**src/rtl/pid_core_mc_pkg.sv**
```systemverilog
// Shared widths, FSM encoding and term sequencing for the multi-channel PID core.
package pid_pkg;

  localparam int NUM_CH        = 2;
  localparam int ADC_BITWIDTH  = 8;
  localparam int REG_BITWIDTH  = 8;
  localparam int FRAC_BITWIDTH = 3;
  localparam int OUT_MIN       = -256;
  localparam int OUT_MAX       = 255;

  localparam int NUM_TERMS = 5;
  localparam int E_W       = ADC_BITWIDTH + 1;
  localparam int Y_W       = ADC_BITWIDTH + 1 + FRAC_BITWIDTH;
  localparam int ACC_W     = REG_BITWIDTH + ADC_BITWIDTH + FRAC_BITWIDTH + 4;
  localparam int CH_W      = (NUM_CH > 1) ? $clog2(NUM_CH) : 1;

  typedef enum logic [1:0] {
    ST_IDLE = 2'd0,
    ST_MAC  = 2'd1,
    ST_WB   = 2'd2,
    ST_DONE = 2'd3
  } state_e;

  localparam logic [2:0] TERM_B2 = 3'd0;
  localparam logic [2:0] TERM_B1 = 3'd1;
  localparam logic [2:0] TERM_B0 = 3'd2;
  localparam logic [2:0] TERM_A1 = 3'd3;
  localparam logic [2:0] TERM_A0 = 3'd4;

  // Bit offset of a term's coefficient inside one channel's {a1,a0,b2,b1,b0} word.
  function automatic int coef_lsb(input logic [2:0] term);
    case (term)
      TERM_B2: coef_lsb = 2 * REG_BITWIDTH;
      TERM_B1: coef_lsb = 1 * REG_BITWIDTH;
      TERM_B0: coef_lsb = 0;
      TERM_A1: coef_lsb = 4 * REG_BITWIDTH;
      TERM_A0: coef_lsb = 3 * REG_BITWIDTH;
      default: coef_lsb = 0;
    endcase
  endfunction

endpackage

```
**src/rtl/pid_core_mc_if.sv**
```systemverilog
// Start/busy/done handshake plus packed per-channel operand and result buses.
interface pid_core_mc_if;
  import pid_pkg::*;

  logic                                          start_i;
  logic [NUM_CH-1:0]                             ch_en_i;
  logic [NUM_CH*ADC_BITWIDTH-1:0]                ADC_value_i;
  logic [NUM_CH*ADC_BITWIDTH-1:0]                SET_value_i;
  logic [NUM_CH*NUM_TERMS*REG_BITWIDTH-1:0]      coef_i;
  logic                                          busy_o;
  logic                                          done_o;
  logic                                          overrun_o;
  logic [NUM_CH*E_W-1:0]                         out_Val_o;

  modport master (
    output start_i, ch_en_i, ADC_value_i, SET_value_i, coef_i,
    input  busy_o, done_o, overrun_o, out_Val_o
  );

  modport slave (
    input  start_i, ch_en_i, ADC_value_i, SET_value_i, coef_i,
    output busy_o, done_o, overrun_o, out_Val_o
  );

endinterface

```
**src/rtl/pid_core_mc_mac_sat.sv**
```systemverilog
// Shared multiply-accumulate (one product per cycle) with the Q(FRAC) rescale and output clamp.
module pid_mac_sat
  import pid_pkg::*;
(
  input  logic                           clk_i,
  input  logic                           rst_i,
  input  logic                           en_i,
  input  logic                           clr_i,
  input  logic                           is_b_i,
  input  logic signed [REG_BITWIDTH-1:0] coef_i,
  input  logic signed [Y_W-1:0]          op_i,
  output logic signed [Y_W-1:0]          y_sat_o
);

  localparam logic signed [ACC_W-1:0] Y_MAX = ACC_W'(OUT_MAX * (2 ** FRAC_BITWIDTH));
  localparam logic signed [ACC_W-1:0] Y_MIN = ACC_W'(OUT_MIN * (2 ** FRAC_BITWIDTH));

  logic signed [ACC_W-1:0] prod_s;
  logic signed [ACC_W-1:0] term_s;
  logic signed [ACC_W-1:0] shr_s;
  logic signed [ACC_W-1:0] acc_r;

  // b-terms are aligned up to Q(2*FRAC); a-terms already are and enter negated.
  always_comb begin
    prod_s = ACC_W'(coef_i) * ACC_W'(op_i);
    if (is_b_i) begin
      term_s = prod_s <<< FRAC_BITWIDTH;
    end else begin
      term_s = -prod_s;
    end
  end

  // Accumulator register; the first term of a channel overwrites the previous sum.
  always_ff @(posedge clk_i or posedge rst_i) begin
    if (rst_i) begin
      acc_r <= {ACC_W{1'b0}};
    end else if (en_i) begin
      acc_r <= clr_i ? term_s : (acc_r + term_s);
    end
  end

  // Floor back to Q(FRAC) and clamp; the clamped value is what feeds back as y1.
  always_comb begin
    shr_s = acc_r >>> FRAC_BITWIDTH;
    if (shr_s > Y_MAX) begin
      y_sat_o = Y_W'(Y_MAX);
    end else if (shr_s < Y_MIN) begin
      y_sat_o = Y_W'(Y_MIN);
    end else begin
      y_sat_o = Y_W'(shr_s);
    end
  end

endmodule

```
**src/rtl/pid_core_mc.sv**
```systemverilog
// Time-multiplexed NUM_CH-channel IIR PID: snapshot on start, 5 MAC cycles plus 1 writeback per channel.
module pid_core_mc
  import pid_pkg::*;
(
  input  logic          clk_i,
  input  logic          rst_i,
  pid_core_mc_if.slave  bus
);

  state_e                                   state_r, state_s;
  logic [CH_W-1:0]                          ch_r;
  logic [2:0]                               term_r;
  logic [NUM_CH*ADC_BITWIDTH-1:0]           adc_r, set_r;
  logic [NUM_CH*NUM_TERMS*REG_BITWIDTH-1:0] coef_r;
  logic [NUM_CH-1:0]                        en_r;
  logic signed [E_W-1:0]                    e1_r [NUM_CH];
  logic signed [E_W-1:0]                    e2_r [NUM_CH];
  logic signed [Y_W-1:0]                    y1_r [NUM_CH];
  logic signed [Y_W-1:0]                    y2_r [NUM_CH];
  logic [NUM_CH*E_W-1:0]                    out_r;
  logic                                     busy_r, done_r;

  int                                       ch_idx_s;
  logic signed [E_W-1:0]                    e_cur_s;
  logic signed [REG_BITWIDTH-1:0]           coef_sel_s;
  logic signed [Y_W-1:0]                    op_s, y_sat_s;
  logic                                     is_b_s, last_ch_s, last_term_s;

  // Operand selection for the current channel and term.
  always_comb begin
    ch_idx_s    = int'(ch_r);
    e_cur_s     = $signed({1'b0, set_r[ch_idx_s*ADC_BITWIDTH +: ADC_BITWIDTH]})
                - $signed({1'b0, adc_r[ch_idx_s*ADC_BITWIDTH +: ADC_BITWIDTH]});
    coef_sel_s  = coef_r[ch_idx_s*NUM_TERMS*REG_BITWIDTH + coef_lsb(term_r) +: REG_BITWIDTH];
    is_b_s      = (term_r < TERM_A1);
    last_ch_s   = (ch_r == CH_W'(NUM_CH - 1));
    last_term_s = (term_r == TERM_A0);
    case (term_r)
      TERM_B2: op_s = Y_W'(e_cur_s);
      TERM_B1: op_s = Y_W'(e1_r[ch_r]);
      TERM_B0: op_s = Y_W'(e2_r[ch_r]);
      TERM_A1: op_s = y1_r[ch_r];
      TERM_A0: op_s = y2_r[ch_r];
      default: op_s = {Y_W{1'b0}};
    endcase
  end

  pid_mac_sat u_mac_sat (
    .clk_i   (clk_i),
    .rst_i   (rst_i),
    .en_i    (state_r == ST_MAC),
    .clr_i   (term_r == TERM_B2),
    .is_b_i  (is_b_s),
    .coef_i  (coef_sel_s),
    .op_i    (op_s),
    .y_sat_o (y_sat_s)
  );

  // Next-state logic.
  always_comb begin
    state_s = state_r;
    case (state_r)
      ST_IDLE: if (bus.start_i) state_s = ST_MAC;  else state_s = ST_IDLE;
      ST_MAC:  if (last_term_s) state_s = ST_WB;   else state_s = ST_MAC;
      ST_WB:   if (last_ch_s)   state_s = ST_DONE; else state_s = ST_MAC;
      ST_DONE: state_s = ST_IDLE;
      default: state_s = ST_IDLE;
    endcase
  end

  // FSM register, sequencing counters, handshake flags and input snapshot.
  always_ff @(posedge clk_i or posedge rst_i) begin
    if (rst_i) begin
      state_r <= ST_IDLE;
      ch_r    <= {CH_W{1'b0}};
      term_r  <= TERM_B2;
      busy_r  <= 1'b0;
      done_r  <= 1'b0;
      adc_r   <= {(NUM_CH*ADC_BITWIDTH){1'b0}};
      set_r   <= {(NUM_CH*ADC_BITWIDTH){1'b0}};
      coef_r  <= {(NUM_CH*NUM_TERMS*REG_BITWIDTH){1'b0}};
      en_r    <= {NUM_CH{1'b0}};
    end else begin
      state_r <= state_s;
      busy_r  <= (state_s == ST_MAC) || (state_s == ST_WB);
      done_r  <= (state_s == ST_DONE);
      case (state_r)
        ST_IDLE: begin
          ch_r   <= {CH_W{1'b0}};
          term_r <= TERM_B2;
          if (bus.start_i) begin
            adc_r  <= bus.ADC_value_i;
            set_r  <= bus.SET_value_i;
            coef_r <= bus.coef_i;
            en_r   <= bus.ch_en_i;
          end
        end
        ST_MAC:  term_r <= last_term_s ? TERM_B2 : (term_r + 3'd1);
        ST_WB:   ch_r   <= last_ch_s ? {CH_W{1'b0}} : (ch_r + 1'b1);
        default: ;
      endcase
    end
  end

  // Per-channel history and outputs; a disabled channel is wiped in its writeback slot.
  always_ff @(posedge clk_i or posedge rst_i) begin
    if (rst_i) begin
      for (int c = 0; c < NUM_CH; c++) begin
        e1_r[c] <= {E_W{1'b0}};
        e2_r[c] <= {E_W{1'b0}};
        y1_r[c] <= {Y_W{1'b0}};
        y2_r[c] <= {Y_W{1'b0}};
      end
      out_r <= {(NUM_CH*E_W){1'b0}};
    end else if (state_r == ST_WB) begin
      if (en_r[ch_r]) begin
        e2_r[ch_r] <= e1_r[ch_r];
        e1_r[ch_r] <= e_cur_s;
        y2_r[ch_r] <= y1_r[ch_r];
        y1_r[ch_r] <= y_sat_s;
        out_r[ch_idx_s*E_W +: E_W] <= y_sat_s[Y_W-1:FRAC_BITWIDTH];
      end else begin
        e2_r[ch_r] <= {E_W{1'b0}};
        e1_r[ch_r] <= {E_W{1'b0}};
        y2_r[ch_r] <= {Y_W{1'b0}};
        y1_r[ch_r] <= {Y_W{1'b0}};
        out_r[ch_idx_s*E_W +: E_W] <= {E_W{1'b0}};
      end
    end
  end

  assign bus.busy_o    = busy_r;
  assign bus.done_o    = done_r;
  assign bus.out_Val_o = out_r;
  // Overrun must flag in the very cycle the rejected start arrives.
  assign bus.overrun_o = bus.start_i && (state_r != ST_IDLE);

endmodule

```
**src/flat_wrapper.sv**
```systemverilog
// flat-port wrapper written by rule: the top's interface ports become plain ports
module pid_core_mc_flat import pid_pkg::*;
  (clk_i, rst_i, bus_start_i, bus_ch_en_i, bus_ADC_value_i, bus_SET_value_i, bus_coef_i, bus_busy_o, bus_done_o, bus_overrun_o, bus_out_Val_o);
  pid_core_mc_if bus_i ();
  input  logic clk_i;
  input  logic rst_i;
  input wire logic [$bits(bus_i.start_i)-1:0] bus_start_i;
  input wire logic [$bits(bus_i.ch_en_i)-1:0] bus_ch_en_i;
  input wire logic [$bits(bus_i.ADC_value_i)-1:0] bus_ADC_value_i;
  input wire logic [$bits(bus_i.SET_value_i)-1:0] bus_SET_value_i;
  input wire logic [$bits(bus_i.coef_i)-1:0] bus_coef_i;
  output wire logic [$bits(bus_i.busy_o)-1:0] bus_busy_o;
  output wire logic [$bits(bus_i.done_o)-1:0] bus_done_o;
  output wire logic [$bits(bus_i.overrun_o)-1:0] bus_overrun_o;
  output wire logic [$bits(bus_i.out_Val_o)-1:0] bus_out_Val_o;
  assign bus_i.start_i = bus_start_i;
  assign bus_i.ch_en_i = bus_ch_en_i;
  assign bus_i.ADC_value_i = bus_ADC_value_i;
  assign bus_i.SET_value_i = bus_SET_value_i;
  assign bus_i.coef_i = bus_coef_i;
  assign bus_busy_o = bus_i.busy_o;
  assign bus_done_o = bus_i.done_o;
  assign bus_overrun_o = bus_i.overrun_o;
  assign bus_out_Val_o = bus_i.out_Val_o;
  pid_core_mc u_core (.clk_i(clk_i), .rst_i(rst_i), .bus(bus_i));
endmodule
```
**config.mk**
```make
export PLATFORM = sky130hd
export DESIGN_NAME = pid_core_mc_flat
export DESIGN_NICKNAME = d
export VERILOG_FILES = /design/src/rtl/pid_core_mc_pkg.sv /design/src/rtl/pid_core_mc_if.sv /design/src/rtl/pid_core_mc_mac_sat.sv /design/src/rtl/pid_core_mc.sv /design/src/flat_wrapper.sv
export SDC_FILE = /design/constraint.sdc
export NUM_CORES = 1
export LEC_CHECK = 0
export CAP_MARGIN = 10
export CORE_UTILIZATION = 45
export DETAILED_ROUTE_END_ITERATION = 7
export PLACE_DENSITY = 0.67
export SETUP_SLACK_MARGIN = 0.1
export SLEW_MARGIN = 25
export SYNTH_ARGS = -nofsm -noshare
export SYNTH_HDL_FRONTEND = slang
export SYNTH_SLANG_ARGS = --single-unit
```
**constraint.sdc**
```tcl
create_clock -name clk_i -period 10.39 [get_ports clk_i]
set_input_delay 2.078 -clock clk_i [delete_from_list [all_inputs] [get_ports clk_i]]
set_output_delay 2.078 -clock clk_i [all_outputs]
set_load 0.01 [all_outputs]
```
After elaboration in Yosys (flattened, before gate mapping):

Cells that the tools add are included.

* register bits: 247
* output and inout port bits: 21
* logic and storage cells: 110

* $add $sub $neg: 7
* multiply operators: 3
* order comparisons: 6
* equal/unequal tests: 10
* shift-type cells: 6
* muxes and demuxes: 43
* bitwise logic cells: 7
* reductions and logical operators: 9

Operator list (number)
* 12-bit two-way mux: 9
* 80-bit by 32-bit indexed part select with 8-bit output: 1
* 18-bit bitwise mux: 4
* 9-bit two-way mux: 7
* 12-bit one-hot mux with 5 select lines: 1
* 18-bit two-way mux: 3
* 24-bit bitwise AND: 2
* 24-bit bitwise mux: 2
* 24-bit two-way mux: 2
* 23-bit two-way mux: 2
* 18-bit bitwise AND: 2
* 32-bit negator with 33-bit output: 1
* 9-bit by 33-bit variable shift with 18-bit output (first input constant): 1
* 9-bit by 33-bit indexed part select with 18-bit output: 1
* 9-bit by 33-bit indexed part select with 18-bit output (first input constant): 1
* 32-bit by 7-bit adder with 32-bit output: 1
* 16-bit by 5-bit indexed part select with 8-bit output: 2
* 24-bit NOT: 1
* 6-bit one-hot mux with 4 select lines: 1
* 23-bit adder: 1
* 23-bit negator: 1
* 20-bit by 12-bit > comparator with 1-bit output (second input constant): 1
* 20-bit by 12-bit < comparator with 1-bit output (second input constant): 1
* 8-bit by 12-bit multiplier with 20-bit output: 1
* other kinds (30): 42

Logic depth before layout (Yosys ltp):

* depth in word-level cells: 10
* depth in mapped cells: 43
* gate-level depth less buffers: 37

By module:

Synthesis repeated with hierarchy kept, for this count alone.

* cells, all modules: 1686
* area, all modules: 17264.1 um^2

By module, submodules not included
* pid_core_mc: instances 1, cells an instance 855, area an instance 10577.6 um^2
* pid_mac_sat: instances 1, cells an instance 831, area an instance 6686.4 um^2

Worst setup path before layout:

No wires, ideal clock.

* kind: register to register
* start: register u_core.ch_r
* end: register u_core.u_mac_sat.acc_r[22]
* library setup time: 0.133 ns
* arrival time: 9.920 ns
* path slack: 0.337 ns
* stages on the path, launching flop included: 41
* buffers on the path: 4
* clock period less this slack: 10.053 ns
* cell sequence: dfrtp_1 > buf_2 > buf_1 > clkbuf_1 > clkbuf_1 > mux2i_1 > ha_1 > fa_1 > nor2b_1 > o21ai_0 > a21boi_0 > o21ai_0 > a21boi_0 > o21ai_0 > a31o_2 > nor2_1 > nor2_1 > fa_1 > (+5 left out) > fa_1 > inv_1 > ha_1 > o21ai_1 > nor2_1 > a221o_1 > or3_1 > a211oi_2 > and4b_1 > mux2i_1 > a21boi_1 > ha_1 > nand3_1 > nand2_1 > o31ai_1 > nand2b_1 > a21oi_1 > nand4b_1

* cells in the longest elaborated chain, start to end: 10
* elaborated cells between the ends (all ways): 25
* classes of those cells: add/sub (4); mul (2); shift (3); mux (15); bitwise (1)

Ends and longest elaborated chain
* start, declared: line pid_core_mc.sv:11 `logic [CH_W-1:0] ch_r;`
* start signal, assigned: line pid_core_mc.sv:75 `ch_r <= {CH_W{1'b0}};`
* start signal, assigned: line pid_core_mc.sv:89 `ch_r <= {CH_W{1'b0}};`
* start signal, assigned: line pid_core_mc.sv:99 `ST_WB: ch_r <= last_ch_s ? {CH_W{1'b0}} : (ch_r + 1'b1);`
* branches (longest 5 deep; another with 32-bit by 7-bit adder with 32-bit output)
* 8-bit by 12-bit multiplier with 20-bit output (*): line pid_core_mc_mac_sat.sv:25 `prod_s = ACC_W'(coef_i) * ACC_W'(op_i);`
* 23-bit negator: line pid_core_mc_mac_sat.sv:29 `term_s = -prod_s;`
* 23-bit two-way mux (*): line pid_core_mc_mac_sat.sv:26 `if (is_b_i) begin`
* 23-bit adder: line pid_core_mc_mac_sat.sv:38 `acc_r <= clr_i ? term_s : (acc_r + term_s);`
* 23-bit two-way mux (*): line pid_core_mc_mac_sat.sv:38
* end signal, assigned: line pid_core_mc_mac_sat.sv:36 `acc_r <= {ACC_W{1'b0}};`
* end signal, assigned: line pid_core_mc_mac_sat.sv:38
* end, declared: line pid_core_mc_mac_sat.sv:21 `logic signed [ACC_W-1:0] acc_r;`

Mark *: on every way between the ends. The select of a mux whose other input is x is not followed.
A chain may end at the register's enable or synchronous reset.

Final worst setup path:

* start: register u_core.term_r[1]
* end: register u_core.u_mac_sat.acc_r[22]

* cells in the longest elaborated chain, start to end: 9
* elaborated cells between the ends (all ways): 15
* classes of those cells: add/sub (3); mul (1); order compare (1); eq/ne (4); shift (1); mux (4); reduce/logical (1)

Ends and longest elaborated chain
* start, declared: line pid_core_mc.sv:12 `logic [2:0] term_r;`
* start signal, assigned: line pid_core_mc.sv:98 `ST_MAC: term_r <= last_term_s ? TERM_B2 : (term_r + 3'd1);`
* 3-bit == test (tied with other cells): line pid_core_mc_pkg.sv:32, pid_core_mc.sv:38
* 6-bit one-hot mux with 4 select lines: line pid_core_mc_pkg.sv:32 `case (term)`
* 32-bit by 7-bit adder with 32-bit output: line pid_core_mc.sv:34 `coef_sel_s = coef_r[ch_idx_s*NUM_TERMS*REG_BITWIDTH + coef_lsb(term_r) +: REG_BITWIDTH];`
* 80-bit by 32-bit indexed part select with 8-bit output: line pid_core_mc.sv:34
* 8-bit by 12-bit multiplier with 20-bit output: line pid_core_mc_mac_sat.sv:25
* 23-bit negator: line pid_core_mc_mac_sat.sv:29
* 23-bit two-way mux: line pid_core_mc_mac_sat.sv:26
* 23-bit adder: line pid_core_mc_mac_sat.sv:38
* 23-bit two-way mux (*): line pid_core_mc_mac_sat.sv:38

Mark *: on every way between the ends. The rest lies on a longest branch, timed or not.

==> run metrics <==
status=finished clean; simple-gate share of the synthesized area=0.126; number of port buffers=137; worst-margin pin slew=0.852 ns; max incr delay on CP=0.55 ns; Area Overhead vs Synth=17.7%; global-route wire length before repair=70,600 µm; Mapped Nets=1,962; total grt overflow=0; clock insertion delay at the later pin of the skew report=0.56 ns; Routed WL=42,800 µm; Syn Inst Count=1,686; largest family of logic cells by synthesized area=adder cells; post-layout util=0.540; complex-gate fraction of the synthesized area=0.136; post-synthesis mux area share=0.144; Core ar.=36,800 µm²; CP Launch Type=flip-flop; pin count of the biggest net entering global routing=108; HP Class=reg -> reg; Clock Sinks=247; RR Endpoint=u_core.u_mac_sat.acc_r[22]$_DFFE_PP0P_; cell mode on critical path=inv_1; clk buf depth=3; Crit path required time=10.81 ns; Final HPWL DP=31,600 µm; Critical Path AT=10.04 ns; Final setup viols=0; Fin. Hold Viols=0; r2r startpoint=u_core.term_r[1]$_DFFE_PP0P_; area of the multi-input gates=9950 µm²; commonest non-fill, non-tap cell in the layout=dfrtp_1; die area=38,300 µm²; Filler Cell Count=3,253; commonest cells after routing, fill and taps aside=246 x dfrtp_1, 162 x nand2_1, 152 x nor2_1, 137 x clkdlybuf4s50_1, 131 x inv_1; NumNets Final=2,071; vias in the first global route=13,300; IO Pins=138; max_slew headroom=0.432; clk_skew=0.0239 ns; adder-cell share of the synthesized area=0.154; hold-critical path depth=2; Syn Area/Cell=10.0 µm²; worst setup path class=reg -> reg; Max Slew Vio Count=0; width of the die=196 µm; DRT iter0 DRCs=900; CTS root buf=clkbuf_16; maxcap violations=0; synth warn=0; Initial Utilization=0.459; hold wc startpoint=u_core.y2_r[21]$_DFFE_PP0P_; FF-to-FF setup slack=0.77 ns; Period minus WS final=9.62 ns; initial antenna violation count=5; DRT Pass-1 Iters=5; xor/xnor cell area share of the yosys netlist=0.0240; Worst path slowest cell=fa_1; WHS Endpoint=u_core.y2_r[21]$_DFFE_PP0P_; die height=196 µm; CTS tree=built; H-tree Lvls=1; layout cells sized above 1=0.146; Distinct cells, synth=83; register area share after synthesis=0.366; Crit. End Element=flip-flop; FF+latch count, synth=247; ys flop type=dfrtp_1; routed vias/inst=5.62; number of synthesized flops with an enable pin=0; R2R cell count=34; Routed Antenna Nets=0; RD Place Congestion=0.888; Sequential Area=6180 µm²; GR Util All Layers=0.230; Tcrit/Tclk final=0.926; via count=12,900; clock-pin slew on the worst setup and hold paths=0.06 ns; sum of negative setup slack=0 ns; RSZ-0062 raised after global routing=no; CTS buffer count=28; # DRC=0; Synth Cell Area=16,900 µm²; WL per Instance=18.7 µm; row count=70; highest clock rate=104 MHz; CP max FO=20; asr flop ratio synth=1.00
metrics by stage:
stage | hold slack [ns] | instance area, µm² | std cells | setup WS (ns)
final | 0.466 | 19900 | 2290 | 0.772
after floorplan | 0.435 | 16900 | 1686 | 0.337
after global routing | 0.487 | 19900 | 2290 | 0.0898
after global placement | 0.448 | 18700 | 2229 | 0.360
after detailed placement | 0.455 | 18700 | 2229 | 0.321
after CTS | 0.468 | 19700 | 2280 | 0.205
sequential cells by signal, indices dropped and copies added, names as in the netlist:
name and flops:
u_core.coef_r 80, u_core.y1_r 24, u_core.y2_r 24, u_core.u_mac_sat.acc_r 23, u_core.bus.out_Val_o 18, u_core.e1_r 18
u_core.e2_r 18, u_core.adc_r 16, u_core.set_r 16, u_core.term_r 3, u_core.en_r 2, u_core.state_r 2
u_core.bus.busy_o 1, u_core.bus.done_o 1, u_core.ch_r 1
worst max-delay path, delay by kind of cell, from the launching register on:
| family | cells | cell delay (ns) |
|---|---|---|
| compound gates | 6 | 1.87 |
| fa+ha+maj | 8 | 3.39 |
| buf+inv | 6 | 0.57 |
| flops | 1 | 0.42 |
| mux | 3 | 0.96 |
| simple gates | 11 | 2.23 |
metal layers:
layer	GRT usage	share of wire
met1	0.303	0.44
met2	0.397	0.49
met3	0.0294	0.043
met4	0.0653	0.024
met5	0	0
synth_stat cells, drive strengths merged, types with 23 or more instances:
library cell,number,share of area
xnor2,25,0.013
nor3,23,0.0068
a21oi,67,0.020
nor2,155,0.034
dfrtp,247,0.37
fa,82,0.097
mux2,122,0.081
nand3,44,0.013
nand2,163,0.036
a21o,44,0.020
clkbuf,69,0.015
mux2i,69,0.041
inv,132,0.029
ha,77,0.057
o21ai,82,0.024
how the worst max path moves through the flow:
stage	startpoint	endpoint	slack, ns	cells past startpoint
after global placement	u_core.ch_r$_DFFE_PP0P_	u_core.u_mac_sat.acc_r[22]$_DFFE_PP0P_	0.36	36
after floorplan	u_core.ch_r$_DFFE_PP0P_	u_core.u_mac_sat.acc_r[22]$_DFFE_PP0P_	0.34	40
final	u_core.term_r[1]$_DFFE_PP0P_	u_core.u_mac_sat.acc_r[22]$_DFFE_PP0P_	0.77	34
after CTS	u_core.term_r[1]$_DFFE_PP0P_	u_core.u_mac_sat.acc_r[22]$_DFFE_PP0P_	0.21	34
after global routing	u_core.ch_r$_DFFE_PP0P_	u_core.u_mac_sat.acc_r[22]$_DFFE_PP0P_	0.09	36
after detailed placement	u_core.term_r[1]$_DFFE_PP0P_	u_core.u_mac_sat.acc_r[22]$_DFFE_PP0P_	0.32	34
what timing repair did:
action                     4_1_cts  5_1_grt
setup endpoints to repair        0        8
buffers inserted                 0        4
resized for setup                0       23
hold buffers                     0        0
area by class of cell:
cell class | count | share of cell area
antenna | 6 | 0.000756
clock buffer | 35 | 0.0381
clock inverter | 16 | 0.0133
inverter | 133 | 0.0255
multi-input combinational | 1221 | 0.501
sequential | 247 | 0.312
tap | 468 | 0.0295
timing repair buffer | 164 | 0.0803
logic make-up (layout without fill, tap and decap cells):
| logic type | Yosys count | count (layout) |
|---|---|---|
| XOR/XNOR | 44 | 44 |
| flip-flops | 247 | 247 |
| AND/OR/NAND/NOR | 473 | 473 |
| multiplexers | 207 | 207 |
| AO/OA/AOI/OAI | 338 | 338 |
| buffers and inverters | 218 | 348 |
| adder cells (fa/ha/maj) | 159 | 159 |
| other | 0 | 6 |
Power is not shown: default switching activity piles up to over one toggle a cycle in this logic, so the estimate is an artifact.
==> patch (same flow settings) <==
The package constant `OUT_MAX` goes from 255 to 127.
--- a/src/rtl/pid_core_mc_pkg.sv
+++ b/src/rtl/pid_core_mc_pkg.sv
@@ -6,7 +6,7 @@
   localparam int REG_BITWIDTH  = 8;
   localparam int FRAC_BITWIDTH = 3;
   localparam int OUT_MIN       = -256;
-  localparam int OUT_MAX       = 255;
+  localparam int OUT_MAX       = 127;
 
   localparam int NUM_TERMS = 5;
   localparam int E_W       = ADC_BITWIDTH + 1;
Formal check against the unedited RTL: not equivalent (a bounded check fails within 10 cycles, from zero or initial values and one cycle with rst_i high).
==> patch against the unedited design <==
  * Area after synthesis decreased by 0.80%
  * Largest cell class unchanged
  * Routed wire length shrank 3.5%
  * Setup slack got worse by 230 ps
  * Synthesized cell count is 0.77% lower
  * Worst hold slack is essentially flat
  * Critical endpoint unchanged
  * Sequential cell count unchanged
  * Fmax is 2.3% lower
  * Die area down 0.79%
  * Final area down 0.56%
  * Count of clock-buffer cells in the layout decreased by 1
Power is left out: the tool's default activity adds up to more than one toggle a clock period on the data nets, which glitch-free logic cannot reach.
==> patch: results (changes against the unedited design) <==
CP arrival - 10,330 ps (+290 ps)
count of non-filler cells in the finished layout - 2,288 (-0.087%)
Non-clk invs - 131 (-1.5%)
DR vias - 12,740 (-0.99%)
met3 usage - 2.98% (+0.048 points)
Synth Instances - 1,673 (-0.77%)
met2 usage - 37.6% (-2.1 points)
crit path max fanout - 9 (-55%)
met3 routed WL - 1920 µm (+5.1%)
Tightest Pin Transition - 1040 ps (+185 ps)
initial antenna violation count - 0 (-5)
Synth Area in XOR/XNOR - 2.35% (-0.048 points)
WL met1 - 18,500 µm (-1.4%)
hold_sp - u_core.e2_r[10]
synthesized-area fraction occupied by adder cells - 15.6% (+0.12 points)
status - finished clean
cell area after placement - 0.0187 mm² (about the same)
# diodes - 0 (-6)
layout cells sized above 1 - 15.4% (+0.74 points)
worst reg2reg startpoint - u_core.ch_r
first element of the critical path - u_core.ch_r
Layout area overhead - 18.0%
first-pass GRT wire length - 69,000 µm (-2.2%)
Clock buf/inv share - 4.94% (-0.21 points)
most frequent cells after synthesis - 247 x dfrtp_1, 221 x nand2_1, 140 x nor2_1
Final Skew - 22.3 ps (-1.58 ps)
GR Util met1 - 30.9% (+0.61 points)
global placer's final weighted congestion - 0.843 (-5.0%)
NumNets Final - 2,076 (+0.24%)
Seq/total area - 31.3% (+0.16 points)
placed cell count - 2,239 (+0.45%)
largest net degree at the start of global routing - 111 (+2.8%)
Synth Area in Compound Gates - 12.3% (-1.3 points)
post-synthesis mux area share - 14.7% (+0.29 points)
Routed WL per cell - 18.1 µm (-3.4%)
Unique masters post-synth - 77 (-7.2%)
register area share after synthesis - 36.9% (+0.30 points)
WHS Endpoint - u_core.e2_r[10]
Multi-input comb cells - 1,215 (-0.49%)
buffering overhead - 8.59% (+0.56 points)
Total Routing Usage GR - 22.4% (-0.57 points)
Synth area leaders - dfrtp_1 37%, fa_1 9.8%, mux2_2 9.2%
vias in the first global route - 12,988 (-2.7%)
Buffers, non-clock - 178 (+8.5%)
-- patch: changes by cell type after synthesis, moves of 8 or more --
cell,delta
o21ai_0,+8
mux2_2,+15
nor2_1,-15
a21oi_1,-16
clkbuf_1,-9
a21o_1,-22
nand2_1,+58
o22ai_1,-10
mux2i_1,-14
-- patch: logic make-up (layout without fill, tap and decap cells) --
logic type / count (synthesis) / after routing
xor+xnor: 41 / 41
simple gates: 504 / 504
buf+inv: 211 / 358
flops: 247 / 247
mux: 208 / 208
fa+ha+maj: 159 / 159
compound gates: 303 / 303
-- patch: critical path: cells and delay by family (launching register included) --
family / cells / cell delay, ps
simple gates: 6 / 1180
compound gates: 15 / 3770
mux: 1 / 380
fa+ha+maj: 8 / 3420
xor+xnor: 1 / 160
flops: 1 / 510
buf+inv: 3 / 360
-- patch: repair_timing --
action | CTS | global route
resized for setup | 0 | 10
hold buffers | 0 | 0
endpoints found under the setup margin | 0 | 3
